`src/rtl/dbus_pkg.sv`:
```
// -----------------------------------------------------------------------------
// dbus_pkg
// Shared definitions for the write-side data-bus down-sequencer:
//   - target bus width encodings (W8/W16/W32/W64)
//   - sequencer state enumeration
//   - beat_bytes(): number of phrase bytes carried by one beat at a given width
// -----------------------------------------------------------------------------
package dbus_pkg;

    localparam logic [1:0] W8  = 2'd0;
    localparam logic [1:0] W16 = 2'd1;
    localparam logic [1:0] W32 = 2'd2;
    localparam logic [1:0] W64 = 2'd3;

    typedef enum logic [1:0] {
        IDLE = 2'd0,
        SCAN = 2'd1,
        BEAT = 2'd2,
        DONE = 2'd3
    } state_t;

    function automatic logic [3:0] beat_bytes(input logic [1:0] width);
        logic [3:0] bytes;
        case (width)
            W8:      bytes = 4'd1;
            W16:     bytes = 4'd2;
            W32:     bytes = 4'd4;
            default: bytes = 4'd8;
        endcase
        return bytes;
    endfunction

endpackage

```
`src/rtl/dbus_beat_sel.sv`:
```
// -----------------------------------------------------------------------------
// dbus_beat_sel
// Combinational beat decoder. For beat index k at the given bus width it
// produces the down-mux select (byte offset of the beat), the beat's byte
// enables shifted down to lane 0, and a flag marking the final beat of the
// phrase.
//
// Ports
//   i_k      in  3  beat index within the phrase
//   i_width  in  2  bus width code (W8/W16/W32/W64)
//   i_be     in  8  latched phrase byte enables
//   o_dmuxd  out 3  byte offset of beat k (k * beat size)
//   o_be     out 8  byte enables of beat k, lane-aligned, zero-extended
//   o_last   out 1  beat k is the last beat for this width
// -----------------------------------------------------------------------------
module dbus_beat_sel
    import dbus_pkg::*;
(
    input  logic [2:0] i_k,
    input  logic [1:0] i_width,
    input  logic [7:0] i_be,
    output logic [2:0] o_dmuxd,
    output logic [7:0] o_be,
    output logic       o_last
);

    logic [3:0] w_bytes;
    logic [7:0] w_mask;
    logic [7:0] w_shift;

    assign w_bytes = beat_bytes(i_width);
    // 9-bit intermediate so the 64-bit case (8 bytes) yields a full 0xFF mask
    assign w_mask  = 8'((9'd1 << w_bytes) - 9'd1);

    always_comb begin
        o_dmuxd = 3'd0;
        o_last  = 1'b0;
        case (i_width)
            W8: begin
                o_dmuxd = i_k;
                o_last  = (i_k == 3'd7);
            end
            W16: begin
                o_dmuxd = {i_k[1:0], 1'b0};
                o_last  = (i_k == 3'd3);
            end
            W32: begin
                o_dmuxd = {i_k[0], 2'b00};
                o_last  = (i_k == 3'd1);
            end
            default: begin
                o_dmuxd = 3'd0;
                o_last  = (i_k == 3'd0);
            end
        endcase
    end

    assign w_shift = i_be >> o_dmuxd;
    assign o_be    = w_shift & w_mask;

endmodule

```
`src/rtl/dbus_down_seq.sv`:
```
// -----------------------------------------------------------------------------
// dbus_down_seq
// Write-side beat sequencer in front of the 64-to-32/16/8 down-multiplexer.
// A 64-bit phrase with byte enables is accepted in IDLE and split into beats
// of the target bus width. Beats whose byte enables are all zero are skipped
// (one SCAN cycle each, no strobe). Each issued beat holds its strobe, select
// and byte enables for at least cfg_wait+1 cycles and until acknowledged.
//
// Ports
//   sys_clk     in   1       clock, all state changes on rising edge
//   reset       in   1       synchronous active-high reset
//   req_valid   in   1       phrase request valid
//   req_ready   out  1       request can be accepted (IDLE, not in reset)
//   req_data    in   64      phrase data
//   req_be      in   8       phrase byte enables
//   req_width   in   2       bus width: 0=8, 1=16, 2=32, 3=64 bit
//   cfg_wait    in   WAIT_W  wait states per beat, latched on accept
//   phr_data    out  64      registered phrase to the down mux data inputs
//   dmuxd       out  3       down-mux select (byte offset of current beat)
//   bus_strobe  out  1       beat active on the bus
//   bus_be      out  8       lane-aligned byte enables of current beat
//   bus_ack     in   1       bus acknowledge, honoured only during a beat
//   done        out  1       single-cycle pulse at phrase completion
// -----------------------------------------------------------------------------
module dbus_down_seq
    import dbus_pkg::*;
#(
    parameter int WAIT_W = 4
) (
    input  logic              sys_clk,
    input  logic              reset,
    input  logic              req_valid,
    output logic              req_ready,
    input  logic [63:0]       req_data,
    input  logic [7:0]        req_be,
    input  logic [1:0]        req_width,
    input  logic [WAIT_W-1:0] cfg_wait,
    output logic [63:0]       phr_data,
    output logic [2:0]        dmuxd,
    output logic              bus_strobe,
    output logic [7:0]        bus_be,
    input  logic              bus_ack,
    output logic              done
);

    state_t            r_state;
    logic [63:0]       r_data;
    logic [7:0]        r_be;
    logic [1:0]        r_width;
    logic [WAIT_W-1:0] r_wait;
    logic [2:0]        r_k;
    logic [WAIT_W-1:0] r_wcnt;

    state_t            w_state_nxt;
    logic [2:0]        w_k_nxt;
    logic [WAIT_W-1:0] w_wcnt_nxt;
    logic              w_accept;
    logic [2:0]        w_dmuxd;
    logic [7:0]        w_lane_be;
    logic              w_last;

    dbus_beat_sel u_beat_sel (
        .i_k     (r_k),
        .i_width (r_width),
        .i_be    (r_be),
        .o_dmuxd (w_dmuxd),
        .o_be    (w_lane_be),
        .o_last  (w_last)
    );

    // Next-state logic
    always_comb begin
        w_state_nxt = r_state;
        w_k_nxt     = r_k;
        w_wcnt_nxt  = r_wcnt;
        w_accept    = 1'b0;
        case (r_state)
            IDLE: begin
                if (req_valid) begin
                    w_accept    = 1'b1;
                    w_k_nxt     = 3'd0;
                    w_state_nxt = SCAN;
                end
            end
            SCAN: begin
                if (w_lane_be == 8'd0) begin
                    // Empty beat: skip it without strobing. The last-beat test
                    // keeps k from running past the end of the phrase.
                    if (w_last) begin
                        w_state_nxt = DONE;
                    end else begin
                        w_k_nxt = r_k + 3'd1;
                    end
                end else begin
                    w_wcnt_nxt  = r_wait;
                    w_state_nxt = BEAT;
                end
            end
            BEAT: begin
                // Wait states run out first; ack is only honoured at zero.
                if (r_wcnt != '0) begin
                    w_wcnt_nxt = r_wcnt - WAIT_W'(1);
                end else if (bus_ack) begin
                    if (w_last) begin
                        w_state_nxt = DONE;
                    end else begin
                        w_k_nxt     = r_k + 3'd1;
                        w_state_nxt = SCAN;
                    end
                end
            end
            DONE: begin
                w_k_nxt     = 3'd0;
                w_state_nxt = IDLE;
            end
            default: begin
                w_state_nxt = IDLE;
            end
        endcase
    end

    // State, counters and phrase registers
    always_ff @(posedge sys_clk) begin
        if (reset) begin
            r_state <= IDLE;
            r_data  <= 64'd0;
            r_be    <= 8'd0;
            r_width <= 2'd0;
            r_wait  <= '0;
            r_k     <= 3'd0;
            r_wcnt  <= '0;
        end else begin
            r_state <= w_state_nxt;
            r_k     <= w_k_nxt;
            r_wcnt  <= w_wcnt_nxt;
            if (w_accept) begin
                r_data  <= req_data;
                r_be    <= req_be;
                r_width <= req_width;
                r_wait  <= cfg_wait;
            end
        end
    end

    assign req_ready  = (r_state == IDLE) && !reset;
    assign phr_data   = r_data;
    assign dmuxd      = w_dmuxd;
    assign bus_strobe = (r_state == BEAT);
    assign bus_be     = bus_strobe ? w_lane_be : 8'd0;
    assign done       = (r_state == DONE);

endmodule

```
`config.mk`:
```
export PLATFORM = sky130hd
export DESIGN_NAME = dbus_down_seq
export DESIGN_NICKNAME = d
export VERILOG_FILES = /design/src/rtl/dbus_pkg.sv /design/src/rtl/dbus_beat_sel.sv /design/src/rtl/dbus_down_seq.sv
export SDC_FILE = /design/constraint.sdc
export NUM_CORES = 1
export LEC_CHECK = 0
export ABC_AREA = 1
export ABC_CLOCK_PERIOD_IN_PS = 5750
export CORE_MARGIN = 1.5
export CORE_UTILIZATION = 46
export CTS_CLUSTER_DIAMETER = 200
export DETAILED_ROUTE_END_ITERATION = 7
export GPL_TIMING_DRIVEN = 0
export MAX_ROUTING_LAYER = met4
export PLACE_DENSITY_LB_ADDON = 0.3
export REMOVE_ABC_BUFFERS = 1
export SETUP_SLACK_MARGIN = 0.5
export SLEW_MARGIN = 20
export SYNTH_ARGS = -nofsm -noshare
export SYNTH_HDL_FRONTEND = slang
export SYNTH_SLANG_ARGS = --single-unit
export TNS_END_PERCENT = 100
```
`constraint.sdc`:
```
create_clock -name sys_clk -period 5.75 [get_ports sys_clk]
set_input_delay 1.15 -clock sys_clk [delete_from_list [all_inputs] [get_ports sys_clk]]
set_output_delay 1.15 -clock sys_clk [all_outputs]
set_load 0.01 [all_outputs]
```
==> results.toml <==
[critical_path]
crit_type = "reg -> out"
critPathLaunchType = "flop"
path_max_fanout = 13
crit_path_start = "r_width[0]$_SDFFE_PP0P_"
reg2reg_from = "r_state[0]$_SDFFE_PP0P_"
timing.reg2reg.setup_slack_ns = 3.26
end_kind = "primary output"
timing.critical_path.required_ns = 4.60
crit_arrival_ns = 2.62

[cts]
clkLatencyLatePin_ns = 0.35
hold_buffer_count_at_cts = 0
numClockSinks = 87
cts-root-buf = "sky130_fd_sc_hd__clkbuf_8"
postCtsResizedCells = 0
tritoncts = "done"
worst_setup_hold_path_clk_slew_ns = 0.10
clock_tree.htree_level_count = 3
clock_tree.buffer_depth = 2
cts_setup_buffers = 0
cts_made_buffers = 9

[layout]
antennaDiodeCount = 0
finish.net_count = 786
flow.area_growth_from_synthesis_pct = 47.05
utilization_pct = 69.83
post_route_cells_drive_above_1_share_pct = 6.043

[sta]
period_share_pct = 65.53
setup_viol = 0
unrepaired_setup_endpoints_after_global_routing = "no"
relative_slew_slack_pct = 48.73
worstMarginPinSlew_ns = 0.7690
min_period_ns = 3.768
maxClockFrequency_mhz = 265.4
fin_tns_setup_ns = 0
final_hold_vios = 0
final-max-slew-violation-count = 0
final.setup_skew_ns = 0.01571

[job]
cap_violations = 0

[synthesis]
post_synth_main_area_contributors = "sky130_fd_sc_hd__dfxtp_1 45%, sky130_fd_sc_hd__nor2_1 16%, sky130_fd_sc_hd__o21ai_0 11%"
avgSynthCellArea_um2 = 7.085
synth-async-reset-ratio_pct = 0
area_of_the_mapped_netlist_um2 = 3882
synth_top_area_share_pct = 44.86
ys_ff_latch = 87
instance_count_of_the_mapped_netlist = 548
synth_seq_area_share_pct = 44.86
synth_warnings = 0
ys.flop_type = "sky130_fd_sc_hd__dfxtp_1"
synth-edff-count = 0
synth_top_area_cell = "sky130_fd_sc_hd__dfxtp_1"
synth.lib_cells_used.distinct = 29

[power]
power_w = 0.002369
netSwitchingFraction_pct = 39.88
netSwitchingPower_w = 0.0009447
seq_power_share_pct = 36.3
clockPowerShare_pct = 18.1
static-leakage-power_nw = 2.403
power.ir.vdd_worst_mv = 0.2374
power.combinational.fraction_pct = 45.6
cellPowerDensity_nw_per_um2 = 414.9
internal_power_w = 0.001424

[die]
floorplan.die_area_um2 = 9000
core_area_um2 = 8175
floorplan.initialDensity_pct = 47.49
fp.dieW_um = 94.87
io_pins = 160
fp_rows = 33
die_height_um = 94.87

[worst_hold_path]
hold_path.startpoint = "r_wait[2]$_SDFFE_PP0P_"
class_of_the_worst_hold_path = "reg -> reg"

[global_route]
grt_pass1_wl_um = 16390
largest_net_degree_at_the_start_of_global_routing = 86
grt_ovf = 0
grt_pass1_vias = 3642
antenna_found_initial = 0
grt_util_all_layers_pct = 23.72

[route]
wl_um = 9973
detailedRoute.firstIterationViolations = 137
postRouteAntennaNets = 0
avgRoutedWirePerCell_um = 12.47
detail_route.drc_violations = 0
first_pass_iters = 4
post_detailed_route_via_to_cell_ratio = 4.898
routed-via-count = 3918

[placed_design]
numPortBuffers = 159
place_congestion = 0.8835
place.detailed.hpwl_um = 7012

[outcome]
run_status = "complete, no violations"
cells in the mapped netlist, drive strengths merged (3+ instances only):
| cell | number |
|---|---|
| buf | 4 |
| nor3 | 3 |
| clkbuf | 25 |
| nand3 | 26 |
| dfxtp | 87 |
| o21ai | 90 |
| a21oi | 11 |
| inv | 32 |
| nand2 | 79 |
| nor2 | 164 |
| ha | 14 |
| xor2 | 3 |
registers in the layout (all words and copies together), names as in the netlist:
signal / cells
phr_data: 64
r_be: 8
r_k: 3
r_state: 2
r_wait: 4
r_wcnt: 4
r_width: 2
worst max-delay path, cell delays in order, from the launching register on:
cell and delay, ns:
sky130_fd_sc_hd__dfxtp_1 0.35, sky130_fd_sc_hd__inv_1 0.13, sky130_fd_sc_hd__ha_1 0.46, sky130_fd_sc_hd__nand2_2 0.22, sky130_fd_sc_hd__nand2_1 0.12, sky130_fd_sc_hd__nand2_1 0.06
sky130_fd_sc_hd__nand2_1 0.06, sky130_fd_sc_hd__nand2_1 0.06, sky130_fd_sc_hd__nand2_1 0.06, sky130_fd_sc_hd__nand3_1 0.09, sky130_fd_sc_hd__nor2_1 0.12, sky130_fd_sc_hd__clkdlybuf4s50_1 0.55
cell usage in the layout, fill, tap and decap left out, drive strengths merged:
cell type	count
a21oi	11
xor2	3
nand3	26
nor2	164
nor3	3
clkdlybuf4s50	159
clkinv	2
buf	1
nand4	2
inv	35
a211oi	1
dfxtp	87
nand3b	1
and2	1
clkinvlp	1
o21bai	2
o21ai	90
a21boi	2
xnor2	1
nand2	79
ha	14
clkbuf	10
stage by stage:
step | instance area [um2] | std cells | hold slack [ns] | setup WS, ns
floorplan | 3755 | 519 | 0.4266 | 2.489
global placement | 5478 | 783 | 0.4458 | 0.7261
detailed placement | 5508 | 784 | 0.4553 | 2.321
CTS | 5709 | 800 | 0.4696 | 1.952
global route | 5709 | 800 | 0.4817 | 1.666
finish | 5709 | 800 | 0.4628 | 1.982
layout make-up:
cell class                 count  area [um2]
clock buffer                  10       137.6
clock inverter                 6       63.81
fill                         699        2466
inverter                      32       122.6
multi-input combinational    400        1901
sequential                    87        1742
tap                          105       131.4
timing repair buffer         160        1612
final timing paths:
| path | to | cells after the start |
|---|---|---|
| hold reg to reg | r_wait[2]$_SDFFE_PP0P_ | 2 |
| setup reg to reg | r_k[1]$_SDFFE_PP0P_ | 10 |
| setup / recovery | bus_be[1] | 11 |
| hold / removal | r_wait[2]$_SDFFE_PP0P_ | 2 |
logic make-up (layout without fill, tap and decap cells):
kind of cell / Yosys count / count (layout) / share of synthesized area [%]
AND/OR/NAND/NOR: 276 / 276 / 28.88
AO/OA/AOI/OAI: 106 / 106 / 14.47
flip-flops: 87 / 87 / 44.86
buffers and inverters: 61 / 208 / 6.381
adder cells (fa/ha/maj): 14 / 14 / 4.512
XOR/XNOR: 4 / 4 / 0.9025
metal layers:
layer | track usage, % | wire [um]
met5 | - | 0
met4 | 5.348 | 80
met3 | 11.19 | 924
met2 | 39.40 | 4896
met1 | 25.68 | 4071
power groups by stage:
stage	clock network (W)	logic, W	registers [W]
after floorplan	0	0.000597	0.000908
after global placement	0	0.00106	0.000861
after detailed placement	0	0.00108	0.000873
after CTS	0.000439	0.00109	0.000861
after global routing	0.000467	0.00122	0.000883
final	0.000429	0.00108	0.000860
Power figures use the tool's default switching activity.
